--- config.mk ---
export PLATFORM = sky130hd
export DESIGN_NAME = risc8_com_uart
export DESIGN_NICKNAME = d
export VERILOG_FILES = /design/src/rtl/risc8_com_pkg.sv /design/src/rtl/com_fifo.sv /design/src/rtl/risc8_com_uart.sv
export SDC_FILE = /design/constraint.sdc
export NUM_CORES = 1
export LEC_CHECK = 0
export ABC_AREA = 1
export CAP_MARGIN = 5
export CELL_PAD_IN_SITES_DETAIL_PLACEMENT = 1
export CELL_PAD_IN_SITES_GLOBAL_PLACEMENT = 1
export CORE_MARGIN = 4
export CORE_UTILIZATION = 52
export DETAILED_ROUTE_END_ITERATION = 12
export PLACE_DENSITY_LB_ADDON = 0.1
export SLEW_MARGIN = 10
export SYNTH_ARGS = -nofsm -noshare
export SYNTH_HDL_FRONTEND = slang
export SYNTH_SLANG_ARGS = --single-unit
export TNS_END_PERCENT = 10
--- constraint.sdc ---
create_clock -name clk -period 6.4 [get_ports clk]
set_clock_uncertainty 0.15 [all_clocks]
set_input_delay 1.28 -clock clk [delete_from_list [all_inputs] [get_ports clk]]
set_output_delay 1.28 -clock clk [all_outputs]
set_load 0.02 [all_outputs]
--- src/rtl/risc8_com_pkg.sv ---
// Shared definitions for the risc8 com-bus UART: register offsets, STATUS bit
// positions and the engine state type used by both serial engines.
package risc8_com_pkg;

    localparam logic [7:0] COM_TXDATA   = 8'd0;
    localparam logic [7:0] COM_RXDATA   = 8'd1;
    localparam logic [7:0] COM_STATUS   = 8'd2;
    localparam logic [7:0] COM_IRQEN_WR = 8'd3;
    localparam logic [7:0] COM_IRQEN_RD = 8'd4;

    localparam int ST_RX_NEMPTY = 0;
    localparam int ST_RX_FULL   = 1;
    localparam int ST_TX_EMPTY  = 2;
    localparam int ST_TX_FULL   = 3;
    localparam int ST_TX_BUSY   = 4;
    localparam int ST_RX_OVF    = 5;
    localparam int ST_TX_OVF    = 6;
    localparam int ST_FRM_ERR   = 7;

    typedef enum logic [1:0] {IDLE, START, DATA, STOP} uart_state_t;

endpackage

--- src/rtl/com_fifo.sv ---
// Synchronous FIFO with an extra pointer bit for full/empty; push and pop in
// the same cycle are both honoured, including when full.
module com_fifo #(
    parameter int WIDTH = 8,
    parameter int DEPTH = 8
) (
    input  logic             clk,
    input  logic             rst,
    input  logic             push,
    input  logic [WIDTH-1:0] push_data,
    input  logic             pop,
    output logic [WIDTH-1:0] head,
    output logic             empty,
    output logic             full
);

    localparam int AW = $clog2(DEPTH);

    logic [AW:0]      wr_ptr;
    logic [AW:0]      rd_ptr;
    logic [WIDTH-1:0] mem [DEPTH];
    logic             do_push;
    logic             do_pop;

    assign empty   = (wr_ptr == rd_ptr);
    assign full    = (wr_ptr[AW] != rd_ptr[AW]) && (wr_ptr[AW-1:0] == rd_ptr[AW-1:0]);
    assign do_pop  = pop && !empty;
    assign do_push = push && (!full || do_pop);
    assign head    = mem[rd_ptr[AW-1:0]];

    // NOTE: sequential state is assigned with <= so every flop samples pre-edge values.
    always_ff @(posedge clk or negedge rst) begin
        if (!rst) begin
            wr_ptr <= '0;
            rd_ptr <= '0;
        end else begin
            if (do_push) wr_ptr <= wr_ptr + (AW+1)'(1);
            if (do_pop)  rd_ptr <= rd_ptr + (AW+1)'(1);
        end
    end

    // NOTE: storage has no reset; the pointers alone define which entries are valid.
    always_ff @(posedge clk) begin
        if (do_push) mem[wr_ptr[AW-1:0]] <= push_data;
    end

endmodule

--- src/rtl/risc8_com_uart.sv ---
// Memory-mapped 8N1 UART on the risc8 com bus: TX/RX FIFOs, serial engines,
// sticky error flags and a level interrupt.
module risc8_com_uart
    import risc8_com_pkg::*;
#(
    parameter logic [7:0] BASE_ADDR  = 8'h10,
    parameter int         CLK_DIV    = 434,
    parameter int         FIFO_DEPTH = 8
) (
    input  logic       clk,
    input  logic       rst,
    input  logic [7:0] com_addr,
    input  logic [7:0] com_wr,
    output logic [7:0] com_rd,
    output logic       com_interrupt,
    output logic       uart_tx,
    input  logic       uart_rx
);

    localparam logic [15:0] BIT_LAST  = 16'(CLK_DIV - 1);
    localparam logic [15:0] HALF_LAST = 16'(CLK_DIV / 2 - 1);

    logic [7:0] offset;
    logic       hit;
    logic       wr_txdata;
    logic       rd_rxdata;
    logic       rd_status;
    logic       wr_irqen;

    logic [7:0] tx_head;
    logic       tx_empty;
    logic       tx_full;
    logic       tx_pop;
    logic [7:0] rx_head;
    logic       rx_empty;
    logic       rx_full;
    logic       rx_push;

    logic       rx_ovf;
    logic       tx_ovf;
    logic       frm_err;
    logic       frm_err_set;
    logic [1:0] irq_en;
    logic [7:0] status;

    uart_state_t tx_state, tx_state_next;
    logic [15:0] tx_cnt;
    logic [2:0]  tx_bit;
    logic [7:0]  tx_shift;
    logic        tx_last;
    logic        tx_busy;

    uart_state_t rx_state, rx_state_next;
    logic [15:0] rx_cnt;
    logic [2:0]  rx_bit;
    logic [7:0]  rx_shift;
    logic        rx_sync1;
    logic        rx_sync2;
    logic        rx_prev;
    logic        rx_wait_high;
    logic        rx_sample;
    logic        rx_half;
    logic        rx_fall;

    assign offset    = com_addr - BASE_ADDR;
    assign hit       = (com_addr >= BASE_ADDR) && (offset <= COM_IRQEN_RD);
    assign wr_txdata = hit && (offset == COM_TXDATA);
    assign rd_rxdata = hit && (offset == COM_RXDATA);
    assign rd_status = hit && (offset == COM_STATUS);
    assign wr_irqen  = hit && (offset == COM_IRQEN_WR);

    com_fifo #(.WIDTH(8), .DEPTH(FIFO_DEPTH)) u_tx_fifo (
        .clk       (clk),
        .rst       (rst),
        .push      (wr_txdata),
        .push_data (com_wr),
        .pop       (tx_pop),
        .head      (tx_head),
        .empty     (tx_empty),
        .full      (tx_full)
    );

    com_fifo #(.WIDTH(8), .DEPTH(FIFO_DEPTH)) u_rx_fifo (
        .clk       (clk),
        .rst       (rst),
        .push      (rx_push),
        .push_data (rx_shift),
        .pop       (rd_rxdata),
        .head      (rx_head),
        .empty     (rx_empty),
        .full      (rx_full)
    );

    assign tx_busy = (tx_state != IDLE);

    // NOTE: every always_comb output gets a default first so no latch is inferred.
    always_comb begin
        status               = '0;
        status[ST_RX_NEMPTY] = !rx_empty;
        status[ST_RX_FULL]   = rx_full;
        status[ST_TX_EMPTY]  = tx_empty;
        status[ST_TX_FULL]   = tx_full;
        status[ST_TX_BUSY]   = tx_busy;
        status[ST_RX_OVF]    = rx_ovf;
        status[ST_TX_OVF]    = tx_ovf;
        status[ST_FRM_ERR]   = frm_err;
    end

    // Out-of-range reads drive zero so several peripherals can be OR-ed onto the bus.
    always_comb begin
        com_rd = 8'h00;
        if (hit) begin
            case (offset)
                COM_RXDATA:   com_rd = rx_empty ? 8'h00 : rx_head;
                COM_STATUS:   com_rd = status;
                COM_IRQEN_RD: com_rd = {6'b0, irq_en};
                default:      com_rd = 8'h00;
            endcase
        end
    end

    // Sticky flags: a set event in the same cycle as a STATUS read wins.
    always_ff @(posedge clk or negedge rst) begin
        if (!rst) begin
            rx_ovf        <= 1'b0;
            tx_ovf        <= 1'b0;
            frm_err       <= 1'b0;
            irq_en        <= 2'b00;
            com_interrupt <= 1'b0;
        end else begin
            if (rx_push && rx_full && !rd_rxdata) rx_ovf <= 1'b1;
            else if (rd_status)                   rx_ovf <= 1'b0;
            if (wr_txdata && tx_full && !tx_pop)  tx_ovf <= 1'b1;
            else if (rd_status)                   tx_ovf <= 1'b0;
            if (frm_err_set)                      frm_err <= 1'b1;
            else if (rd_status)                   frm_err <= 1'b0;
            if (wr_irqen) irq_en <= com_wr[1:0];
            com_interrupt <= (irq_en[0] & !rx_empty) | (irq_en[1] & tx_empty & !tx_busy);
        end
    end

    assign tx_last = (tx_cnt == BIT_LAST);

    always_ff @(posedge clk or negedge rst) begin
        if (!rst) tx_state <= IDLE;
        else      tx_state <= tx_state_next;
    end

    always_comb begin
        tx_state_next = tx_state;
        tx_pop        = 1'b0;
        case (tx_state)
            IDLE: if (!tx_empty) begin
                tx_pop        = 1'b1;
                tx_state_next = START;
            end
            START: if (tx_last) tx_state_next = DATA;
            DATA:  if (tx_last && tx_bit == 3'd7) tx_state_next = STOP;
            STOP: if (tx_last) begin
                if (!tx_empty) begin
                    tx_pop        = 1'b1;
                    tx_state_next = START;
                end else begin
                    tx_state_next = IDLE;
                end
            end
            default: tx_state_next = IDLE;
        endcase
    end

    // uart_tx is a flop with async set, so reset forces the line idle immediately.
    always_ff @(posedge clk or negedge rst) begin
        if (!rst) begin
            tx_cnt   <= '0;
            tx_bit   <= '0;
            tx_shift <= '0;
            uart_tx  <= 1'b1;
        end else if (tx_pop) begin
            tx_shift <= tx_head;
            tx_cnt   <= '0;
            uart_tx  <= 1'b0;
        end else if (tx_state != IDLE) begin
            if (tx_last) begin
                tx_cnt <= '0;
                case (tx_state)
                    START: begin
                        uart_tx  <= tx_shift[0];
                        tx_shift <= tx_shift >> 1;
                        tx_bit   <= '0;
                    end
                    DATA: begin
                        if (tx_bit == 3'd7) begin
                            uart_tx <= 1'b1;
                        end else begin
                            uart_tx  <= tx_shift[0];
                            tx_shift <= tx_shift >> 1;
                            tx_bit   <= tx_bit + 3'd1;
                        end
                    end
                    default: uart_tx <= 1'b1;
                endcase
            end else begin
                tx_cnt <= tx_cnt + 16'd1;
            end
        end
    end

    always_ff @(posedge clk or negedge rst) begin
        if (!rst) begin
            rx_sync1 <= 1'b1;
            rx_sync2 <= 1'b1;
            rx_prev  <= 1'b1;
        end else begin
            rx_sync1 <= uart_rx;
            rx_sync2 <= rx_sync1;
            rx_prev  <= rx_sync2;
        end
    end

    assign rx_fall   = rx_prev && !rx_sync2;
    assign rx_half   = (rx_cnt == HALF_LAST);
    assign rx_sample = (rx_cnt == BIT_LAST);

    always_ff @(posedge clk or negedge rst) begin
        if (!rst) rx_state <= IDLE;
        else      rx_state <= rx_state_next;
    end

    always_comb begin
        rx_state_next = rx_state;
        rx_push       = 1'b0;
        frm_err_set   = 1'b0;
        case (rx_state)
            IDLE:  if (rx_fall) rx_state_next = START;
            START: if (rx_half) rx_state_next = rx_sync2 ? IDLE : DATA;
            DATA:  if (rx_sample && rx_bit == 3'd7) rx_state_next = STOP;
            STOP: begin
                if (rx_wait_high) begin
                    if (rx_sync2) rx_state_next = IDLE;
                end else if (rx_sample) begin
                    if (rx_sync2) begin
                        rx_push       = 1'b1;
                        rx_state_next = IDLE;
                    end else begin
                        frm_err_set = 1'b1;
                    end
                end
            end
            default: rx_state_next = IDLE;
        endcase
    end

    // After a low stop bit the engine parks in STOP until the line returns high.
    always_ff @(posedge clk or negedge rst) begin
        if (!rst) begin
            rx_cnt       <= '0;
            rx_bit       <= '0;
            rx_shift     <= '0;
            rx_wait_high <= 1'b0;
        end else begin
            case (rx_state)
                IDLE: begin
                    rx_cnt       <= '0;
                    rx_wait_high <= 1'b0;
                end
                START: begin
                    rx_bit <= '0;
                    rx_cnt <= rx_half ? 16'd0 : rx_cnt + 16'd1;
                end
                DATA: begin
                    if (rx_sample) begin
                        rx_cnt   <= '0;
                        rx_shift <= {rx_sync2, rx_shift[7:1]};
                        rx_bit   <= rx_bit + 3'd1;
                    end else begin
                        rx_cnt <= rx_cnt + 16'd1;
                    end
                end
                default: begin
                    if (!rx_wait_high) begin
                        if (rx_sample) begin
                            rx_cnt <= '0;
                            if (!rx_sync2) rx_wait_high <= 1'b1;
                        end else begin
                            rx_cnt <= rx_cnt + 16'd1;
                        end
                    end
                end
            endcase
        end
    end

endmodule

After elaboration in Yosys (flattened, before gate mapping)
Memories as Yosys holds them, arrays and structs flattened.
Index checks and enable logic that the tools add are counted.

word-level totals
  bits in registers = 85
  RAM bits = 128
  bits of input ports = 19
  logic and storage cells = 180
  memories kept = 2

operators by class
  add/sub/neg operators = 9
  $lt $le $gt $ge = 2
  equal/unequal tests = 33
  multiplexer cells = 59
  bitwise logic cells = 5
  reduce and logical (&&, ||, !) cells = 48

memories
  name           depth  bits a word  rd ports  clocked after memory_dff  write ports  RTL line        text
  u_rx_fifo.mem  8      8            1         0                         1            com_fifo.sv:21  logic [WIDTH-1:0] mem [DEPTH];
  u_tx_fifo.mem  8      8            1         0                         1            com_fifo.sv:21

operators with widths
  kind                   number
  $mux 16                6
  $mux 8                 6
  $pmux 16 s3            1
  $add 16x1->16 const B  2
  $eq 16x9->1 const B    2
  $mux 1                 24
  $pmux 8 s3             1
  $mux 2                 11
  $logic_and 1x1->1      18
  $ne 2x2->1 const B     9
  $add 4x1->4 const B    4
  $eq 16x8->1 const B    1
  $eq 8x2->1 const B     2
  $pmux 2 s4             2
  $pmux 8 s2             1
  $reduce_bool 2->1      8
  $pmux 3 s2             2
  $reduce_and 4->1       3
  $eq 2x2->1 const B     4
  $eq 4x4->1             2
  $eq 8x1->1 const B     1
  $eq 8x3->1 const B     1
  $ge 8x5->1 const B     1
  $le 8x3->1 const B     1
  other kinds (21)       43

Longest topological paths before layout
Gate-level depths: netlist of run 1.

  depth in word-level cells = 9
  depth in mapped cells = 14

Hierarchy
A second synthesis of run 1 with hierarchy kept.

second synthesis, totals
  cells, all modules = 1065
  area, all modules = 10184.8 µm²

modules (own cells, without submodules)
  module                times used  cells each  area an instance (µm²)  sequential area each (µm²)
  risc8_com_uart        1           543         4087.7                  1731.7
  com_fifo (u_tx_fifo)  1           261         3069.2                  2122.0
  com_fifo (u_rx_fifo)  1           261         3027.9                  2122.0

Least setup slack after synthesis of run 1
No wires, ideal clock.

  path kind = input port to output port
  start = input com_addr[6]
  end = output com_rd[2]
  arrival = 2469 ps
  required time = 4970 ps
  setup slack = 2501 ps
  stages on the path = 8
  cell sequence = nor2_1 > nand3_1 > nor2_1 > nand3_1 > nor2_1 > buf_2 > nand2_1 > o21ai_0

on the way
  cells in the longest elaborated chain, start to end = 4

ends and longest elaborated chain
  item                                                    RTL line                                     text
  start: declaration                                      risc8_com_uart.sv:12                         input logic [7:0] com_addr,
  $sub 8x5->8                                             risc8_com_uart.sv:65                         assign offset = com_addr - BASE_ADDR;
  $le 8x3->1, or another cell as far along                risc8_com_uart.sv:66                         assign hit = (com_addr >= BASE_ADDR) && (offset <= COM_IRQEN_RD);
  $logic_and 1x1->1 / $pmux 8 s3 (equally long branches)  risc8_com_uart.sv:66, risc8_com_uart.sv:113
  $mux 8 (*)                                              risc8_com_uart.sv:112                        if (hit) begin
  end: declaration                                        risc8_com_uart.sv:14                         output logic [7:0] com_rd,

Mark *: on every way between the ends. The rest lies on a longest branch, timed or not.

Final worst setup path of run 1
  start = input com_addr[4]
  end = output com_rd[3]

The elaborated chain is that of the path after synthesis.

==> results.rst, run 1 <==
.. list-table::
   :header-rows: 1

   * - Metric
     - Value
   * - Total leakage power
     - 5.01 nW
   * - Run status
     - complete, no violations
   * - Die span in x
     - 147 um
   * - Primary flip-flop cell chosen by synthesis mapping
     - edfxtp_1
   * - Sum of buffers and inverters on the critical path
     - 4
   * - Average via count per standard cell
     - 5.51
   * - # Max-Cap Violations
     - 0
   * - Worst stage delay on the critical path
     - 0.63 ns
   * - Clock root cell
     - clkbuf_16
   * - Distinct cells, synth
     - 45
   * - Inserted Clock Buffers
     - 24
   * - Most common cell after layout, fill and taps aside
     - nand2_1
   * - Layer with the highest usage
     - met2
   * - Die Y
     - 147 um
   * - Global-route wire length before repair
     - 43,400 um
   * - Antenna fix cells
     - 0
   * - Worst vdd ir
     - 0.000251 V
   * - Number of cells traversed by the worst register-to-register path
     - 10
   * - Layout cell share with drive strength beyond 1
     - 6.88%
   * - Crit. path cell count
     - 9
   * - Cell class contributing the biggest share of worst-path delay
     - buffers and inverters
   * - Placer Congestion
     - 0.797
   * - Maximum level of the CTS H-tree
     - 1
   * - Remaining antenna violation count
     - 0
   * - Switching share of power
     - 34.9%
   * - Pin count of the biggest net entering global routing
     - 54
   * - Net Count, Synth
     - 1,126
   * - M2 GR Usage
     - 44.1%
   * - Post-layout instance count excluding filler cells
     - 1,393
   * - Routing usage on met3
     - 4.16%
   * - Final TNS setup
     - 0 ns
   * - Part of the total power dissipated in the clock network
     - 32.1%
   * - CTS tree
     - done
   * - Post-synthesis instance total
     - 1,086
   * - Total wire length after detailed routing
     - 26,100 um
   * - Number of warnings reported in the yosys synthesis log
     - 0
   * - Area of the placeable core
     - 18,900 um2
   * - Setup Buffers After CTS
     - 0
   * - Transition time of the tightest slew-check pin
     - 1.09 ns
   * - Setup slack after placement
     - 1.31 ns
   * - Port buffer count
     - 28
   * - Flop and latch count out of synthesis
     - 213
   * - CTS Buffer Depth
     - 3
   * - Worst R2R Start
     - u_tx_fifo.rd_ptr[1]
   * - Synth top area cells
     - edfxtp_1, dfrtp_1, nand2_1
   * - Clock transition at the registers of the reported paths
     - 0.06 ns
   * - Detail Placement HPWL
     - 17,000 um
   * - Total standard cell area after synthesis
     - 10,100 um2
   * - Nets
     - 1,155
   * - Layout overhead on the synthesized area
     - 12.3%
   * - Clock sink count
     - 213
   * - Net switching power of the design
     - 1.38 mW
   * - Hold Path Class
     - reg2reg
   * - End of the worst register-to-register path
     - u_tx_fifo.mem[2][3]
   * - Die area
     - 21,700 um2
   * - GR met1 Demand/Resource
     - 31.9%
   * - Share of the clock period used by the worst path
     - 80.3%
   * - Number of remaining DRC errors
     - 0
   * - Worst R2R Setup Slack
     - 2.68 ns
   * - Largest fanout on the critical path
     - 7
   * - Post-CTS Hold Fix Bufs
     - 0
   * - Number of vias after detailed routing
     - 7,680
   * - Number of cells upsized or downsized after cts
     - 0
   * - Count of final setup violators
     - 0
   * - Fraction of post-synthesis cell area in the top cell type by area
     - 38.1%
   * - Total instance count after detailed placement
     - 1,349
   * - Endpoints failing hold
     - 0
   * - Cell type with the highest aggregate area in the netlist
     - edfxtp_1
   * - Setup crit start kind
     - input port
   * - Part of the power in combinational logic
     - 26.2%
   * - Worst setup slack after layout
     - 1.26 ns
   * - Drt initial violations
     - 471
   * - DR pass1 iterations
     - 5
   * - Reg power frac
     - 41.7%
   * - Register area share after synthesis
     - 59.2%
   * - Crit path time final
     - 5.14 ns
   * - Max transition margin
     - 26.9%
   * - Cell internal pwr
     - 2.57 mW
   * - P per Cell Area
     - 348 nW/um2
   * - RSZ-0062 raised after global routing
     - no
   * - Gr ovfl total
     - 0
   * - Cells traversed along the worst timing path
     - clkdlybuf4s50_1, inv_1, nor2_1, nand3_1, nor2_1, nand3_1, inv_1, a22o_1, clkdlybuf4s50_1
   * - Vias in the first global route
     - 8,367
   * - Timing endpoint of the critical path
     - com_rd[3]
   * - Number of placed I/O pins
     - 29
   * - Critical setup path kind
     - in2out
   * - Antenna violations before repair
     - 2
   * - Max Slew Vio Count
     - 0
   * - Commonest cells after routing, fill and taps aside
     - nand2_1, edfxtp_1, inv_1, nor2_1, nand3_1
   * - Number of rows in the core area
     - 50
   * - Setup crit start
     - com_addr[4]
   * - Arrival @ worst endpoint
     - 3.71 ns
   * - Insertion delay to the later sink of the worst-skew pair
     - 0.52 ns
   * - Required time of the critical path
     - 4.97 ns
   * - Post-synthesis average cell area
     - 9.30 um2
   * - Post-synth EDFFs
     - 128
   * - Total design power
     - 3.94 mW
   * - Mean routed wirelength per cell
     - 18.7 um
   * - Cell with the largest stage delay on the worst path
     - clkdlybuf4s50_1
   * - Fraction of synthesis flops using an asynchronous set or reset pin
     - 39.9%
   * - GRT Total Usage
     - 24.9%
   * - Initial Util
     - 53.4%
   * - Fmax
     - 195 MHz
   * - Critical Path End Type
     - primary output
[cells in the mapped netlist (all sizes together), types with 17 or more instances]
cell    count
nor3       33
nand2     295
nand3      84
inv       116
o21ai      81
a21oi      24
o22ai      20
ha         21
xor2       17
dfrtp      81
edfxtp    128
nor2      114
[state kept, by name (all words and copies together), names as in the netlist, 2 cells and up, named ones only]
| signal | cells |
|---|---|
| irq_en | 2 |
| rx_bit | 3 |
| rx_cnt | 16 |
| rx_shift | 8 |
| tx_bit | 3 |
| tx_cnt | 16 |
| tx_shift | 8 |
| tx_state | 2 |
| u_rx_fifo.mem | 64 |
| u_rx_fifo.rd_ptr | 4 |
| u_rx_fifo.wr_ptr | 4 |
| u_tx_fifo.mem | 64 |
| u_tx_fifo.rd_ptr | 4 |
| u_tx_fifo.wr_ptr | 4 |
[through the flow]
stage                     util (%)  hold slack (ns)  cell area [um2]
final                         60.0            0.211            11300
after global routing          60.0            0.213            11300
after CTS                     60.0            0.210            11300
after detailed placement      56.2            0.202            10600
after global placement        56.2            0.196            10600
after floorplan                  -            0.195            10100
[worst min path at each step]
stage / cells past startpoint / startpoint / to / slack, ns
after global routing: 0 / rx_sync1 / rx_sync2 / 0.21
after CTS: 0 / rx_sync1 / rx_sync2 / 0.21
after global placement: 0 / rx_sync1 / rx_sync2 / 0.20
after detailed placement: 0 / rx_sync1 / rx_sync2 / 0.20
final: 0 / rx_sync1 / rx_sync2 / 0.21
after floorplan: 0 / rx_sync1 / rx_sync2 / 0.20
[cells by family (layout without fill, tap and decap cells)]
| kind of cell | after synthesis | after routing | share of synthesized area (%) |
|---|---|---|---|
| and+or+nand+nor | 545 | 545 | 22.8 |
| DFF | 213 | 213 | 59.2 |
| buffers and inverters | 148 | 195 | 5.80 |
| AOI/OAI and AO/OA | 132 | 132 | 7.16 |
| xor gates and xnor gates | 23 | 23 | 2.00 |
| adders and majority gates | 21 | 21 | 2.60 |
| muxes | 4 | 4 | 0.409 |
[power groups by stage]
stage          Sequential (mW)  Combinational (mW)  Clock, mW
2_1_floorplan             1.63               0.752          0
3_3_place_gp              1.67               0.971          0
3_5_place_dp              1.67                1.03          0
4_1_cts                   1.65                1.04       1.29
5_1_grt                   1.66                1.17       1.36
6_report                  1.65                1.03       1.26
[routing by layer]
metal / vias to the layer above / wire (um) / part of all wire [%]
met5: - / 13 / 0.050
met4: 2 / 586 / 2.2
met3: 52 / 934 / 3.6
met2: 141 / 13300 / 51
met1: 3825 / 11300 / 43
li1: 3660 / - / -
[cell type report]
type	count	area, um2
clock buffers	29	639
clock inverters	15	88.8
multi-input cells	725	3550
inverters	118	445
repair buffers	33	315
well taps	260	325
flip-flops and latches	213	5980
fillers	2154	7550
Note: power is estimated with default switching activity, not from simulation.
==> inputs of run 2 (changes only) <==
Settings changed: CORE_UTILIZATION 52 to 48.
Clock period 6.4 ns to 4.83 ns, I/O delays scaled along.
==> run 2 against run 1 <==
  * Utilization is 4.2 points lower
  * Setup slack worse by 0.85 ns
  * Via count shrank 2.8%
  * Critical path type unchanged
  * Largest power group unchanged
==> results.rst, run 2 (synthesized netlist as in run 1, its figures left out) <==
.. list-table::
   :header-rows: 1

   * - Metric
     - Value
   * - Run status
     - complete, no violations
   * - Layout cell share with drive strength beyond 1
     - 6.86% (-0.024 points)
   * - Pin count of the biggest net entering global routing
     - 54 (unchanged)
   * - Area of the placeable core
     - 20,400 um2 (+8.1%)
   * - Number of remaining DRC errors
     - 0 (unchanged)
   * - Total instance count after detailed placement
     - 1,363 (+1.0%)
   * - Total leakage power
     - 5.05 nW (+0.76%)
   * - Clock transition at the registers of the reported paths
     - 0.06 ns (about the same)
   * - Total design power
     - 5.27 mW (+34%)
   * - Mean routed wirelength per cell
     - 17.5 um (-6.7%)
   * - RSZ-0062 raised after global routing
     - no
   * - Most common cell after layout, fill and taps aside
     - nand2_1
   * - Transition time of the tightest slew-check pin
     - 0.960 ns (-0.132 ns)
   * - GRT Total Usage
     - 21.3% (-3.6 points)
   * - Number of vias after detailed routing
     - 7,467 (-2.8%)
   * - Setup slack after placement
     - 0.439 ns (-0.867 ns)
   * - Nets
     - 1,159 (+0.35%)
   * - Critical setup path kind
     - in2out
   * - Part of the total power dissipated in the clock network
     - 33.5% (+1.4 points)
   * - Number of rows in the core area
     - 52 (+4.0%)
   * - Inserted Clock Buffers
     - 24 (unchanged)
   * - Net switching power of the design
     - 1.77 mW (+29%)
   * - Setup Buffers After CTS
     - 0 (unchanged)
   * - Final TNS setup
     - 0 ns (unchanged)
   * - Hold Path Cell Cnt
     - 0 (unchanged)
   * - Post-layout instance count excluding filler cells
     - 1,407 (+1.0%)
   * - Count of final setup violators
     - 0 (unchanged)
   * - Post-CTS Hold Fix Bufs
     - 0 (unchanged)
   * - Worst setup slack after layout
     - 0.410 ns (-0.849 ns)
   * - Number of cells traversed by the worst register-to-register path
     - 10 (unchanged)
   * - Setup crit start kind
     - input port
   * - Worst min-delay path startpoint
     - rx_sync1
   * - Fin util
     - 55.8% (-4.2 points)
   * - Die span in x
     - 153 um (+3.9%)
   * - Cell internal pwr
     - 3.50 mW (+36%)
   * - Max transition margin
     - 35.9% (+9.0 points)
   * - DR pass1 iterations
     - 4 (-1)
   * - CTS Buffer Depth
     - 3 (unchanged)
   * - Gr ovfl total
     - 0 (unchanged)
   * - Layout overhead on the synthesized area
     - 13.0%
   * - Average via count per standard cell
     - 5.31 (-3.7%)
   * - Clock root cell
     - clkbuf_16
   * - Placer Congestion
     - 0.794 (-0.35%)
   * - Antenna fix cells
     - 0 (unchanged)
   * - Number of cells upsized or downsized after cts
     - 0 (unchanged)
   * - Worst R2R Setup Slack
     - 1.22 ns (-1.46 ns)
   * - Antenna violations before repair
     - 0 (-2)
   * - Remaining antenna violation count
     - 0 (unchanged)
   * - Share of the clock period used by the worst path
     - 91.5%
   * - Crit path time final
     - 4.42 ns
   * - Die Y
     - 153 um (+3.9%)
   * - Commonest cells after routing, fill and taps aside
     - nand2_1, edfxtp_1, inv_1, nor2_1, nand3_1
   * - Worst R2R Start
     - u_tx_fifo.rd_ptr[1]
   * - Detail Placement HPWL
     - 16,600 um (-2.1%)
   * - Switching share of power
     - 33.6% (-1.3 points)
   * - Required time of the critical path
     - 3.71 ns (-1.26 ns)
   * - Insertion delay to the later sink of the worst-skew pair
     - 0.51 ns (about the same)
   * - Vias in the first global route
     - 7,802 (-6.8%)
   * - Die area
     - 23,400 um2 (+7.9%)
   * - Total wire length after detailed routing
     - 24,600 um (-5.8%)
   * - Fmax
     - 226 MHz
   * - CTS tree
     - done
   * - Worst vdd ir
     - 0.000414 V (+65%)
   * - P per Cell Area
     - 462 nW/um2 (+33%)
   * - Hold endpoint
     - rx_sync2
   * - Clock sink count
     - 213 (unchanged)
   * - Maximum level of the CTS H-tree
     - 1 (unchanged)
   * - Arrival @ worst endpoint
     - 3.30 ns (-0.41 ns)
   * - Hold Path Class
     - reg2reg
   * - Endpoints failing hold
     - 0 (unchanged)
   * - # Max-Cap Violations
     - 0 (unchanged)
   * - Max Slew Vio Count
     - 0 (unchanged)
   * - Largest fanout on the critical path
     - 7 (unchanged)
   * - End of the worst register-to-register path
     - u_tx_fifo.mem[0][2]
   * - Critical Path End Type
     - primary output
   * - Part of the power in combinational logic
     - 25.1% (-1.1 points)
   * - Total of fill cells in the finished design
     - 2,317 (+7.6%)
   * - Port buffer count
     - 28 (unchanged)
   * - Initial Util
     - 49.4% (-4.0 points)
   * - Global-route wire length before repair
     - 40,700 um (-6.1%)
   * - Reg power frac
     - 41.4% (-0.3 points)
   * - Drt initial violations
     - 389 (-17%)
   * - Number of placed I/O pins
     - 29 (unchanged)
-- run 2: changes by cell type in the layout (fill, tap and decap cells not counted), sizes merged --
cell    delta
bufinv     +1
clkinv     -5
buf        +4
clkbuf     +4
-- run 2: per-stage QoR --
stage | area, um2 | hold WS, ns
detailed placement | 10600 | 0.202
CTS | 11400 | 0.211
floorplan | 10100 | 0.195
global route | 11400 | 0.217
finish | 11400 | 0.213
global placement | 10600 | 0.197
-- run 2: layer usage --
| layer | global-route usage, % | up-vias | wire length (um) |
|---|---|---|---|
| li1 | - | 3667 | - |
| met1 | 27.9 | 3675 | 11000 |
| met2 | 37.4 | 84 | 12400 |
| met3 | 2.88 | 41 | 670 |
| met4 | 5.64 | 0 | 566 |
| met5 | 0 | - | 0 |
-- run 2: power by group through the flow --
stage               registers (mW)  clock network, mW  logic (mW)
floorplan                     2.16                  0       0.997
global placement              2.21                  0        1.29
detailed placement            2.22                  0        1.33
CTS                           2.18               1.81        1.34
global route                  2.20               1.89        1.53
finish                        2.18               1.77        1.32
-- run 2: worst max path at each step --
stage	start	to	depth (start not counted)
global route	com_addr[4]	com_rd[5]	11
global placement	com_addr[4]	com_rd[1]	10
detailed placement	com_addr[4]	com_rd[1]	10
finish	com_addr[4]	com_rd[1]	10
CTS	com_addr[4]	com_rd[5]	11
floorplan	com_addr[6]	com_rd[2]	8
-- run 2: cell type report --
class / count / area (um2) / area share (%)
clock buffers: 33 / 687 / 6.02
repair buffers: 37 / 345 / 3.03
well taps: 270 / 338 / 2.96
inverters: 118 / 445 / 3.90
multi-input cells: 725 / 3530 / 31.0
clock inverters: 11 / 85.1 / 0.746
flip-flops and latches: 213 / 5980 / 52.4
-- run 2: critical path, cell delays in order --
cell and delay (ns):
clkdlybuf4s50_1 0.45, inv_1 0.04, nor2_1 0.11, nand3_1 0.09
nor2_1 0.24, nand3_1 0.31, inv_1 0.24, nand3_1 0.10
o211ai_1 0.10, clkdlybuf4s50_1 0.66
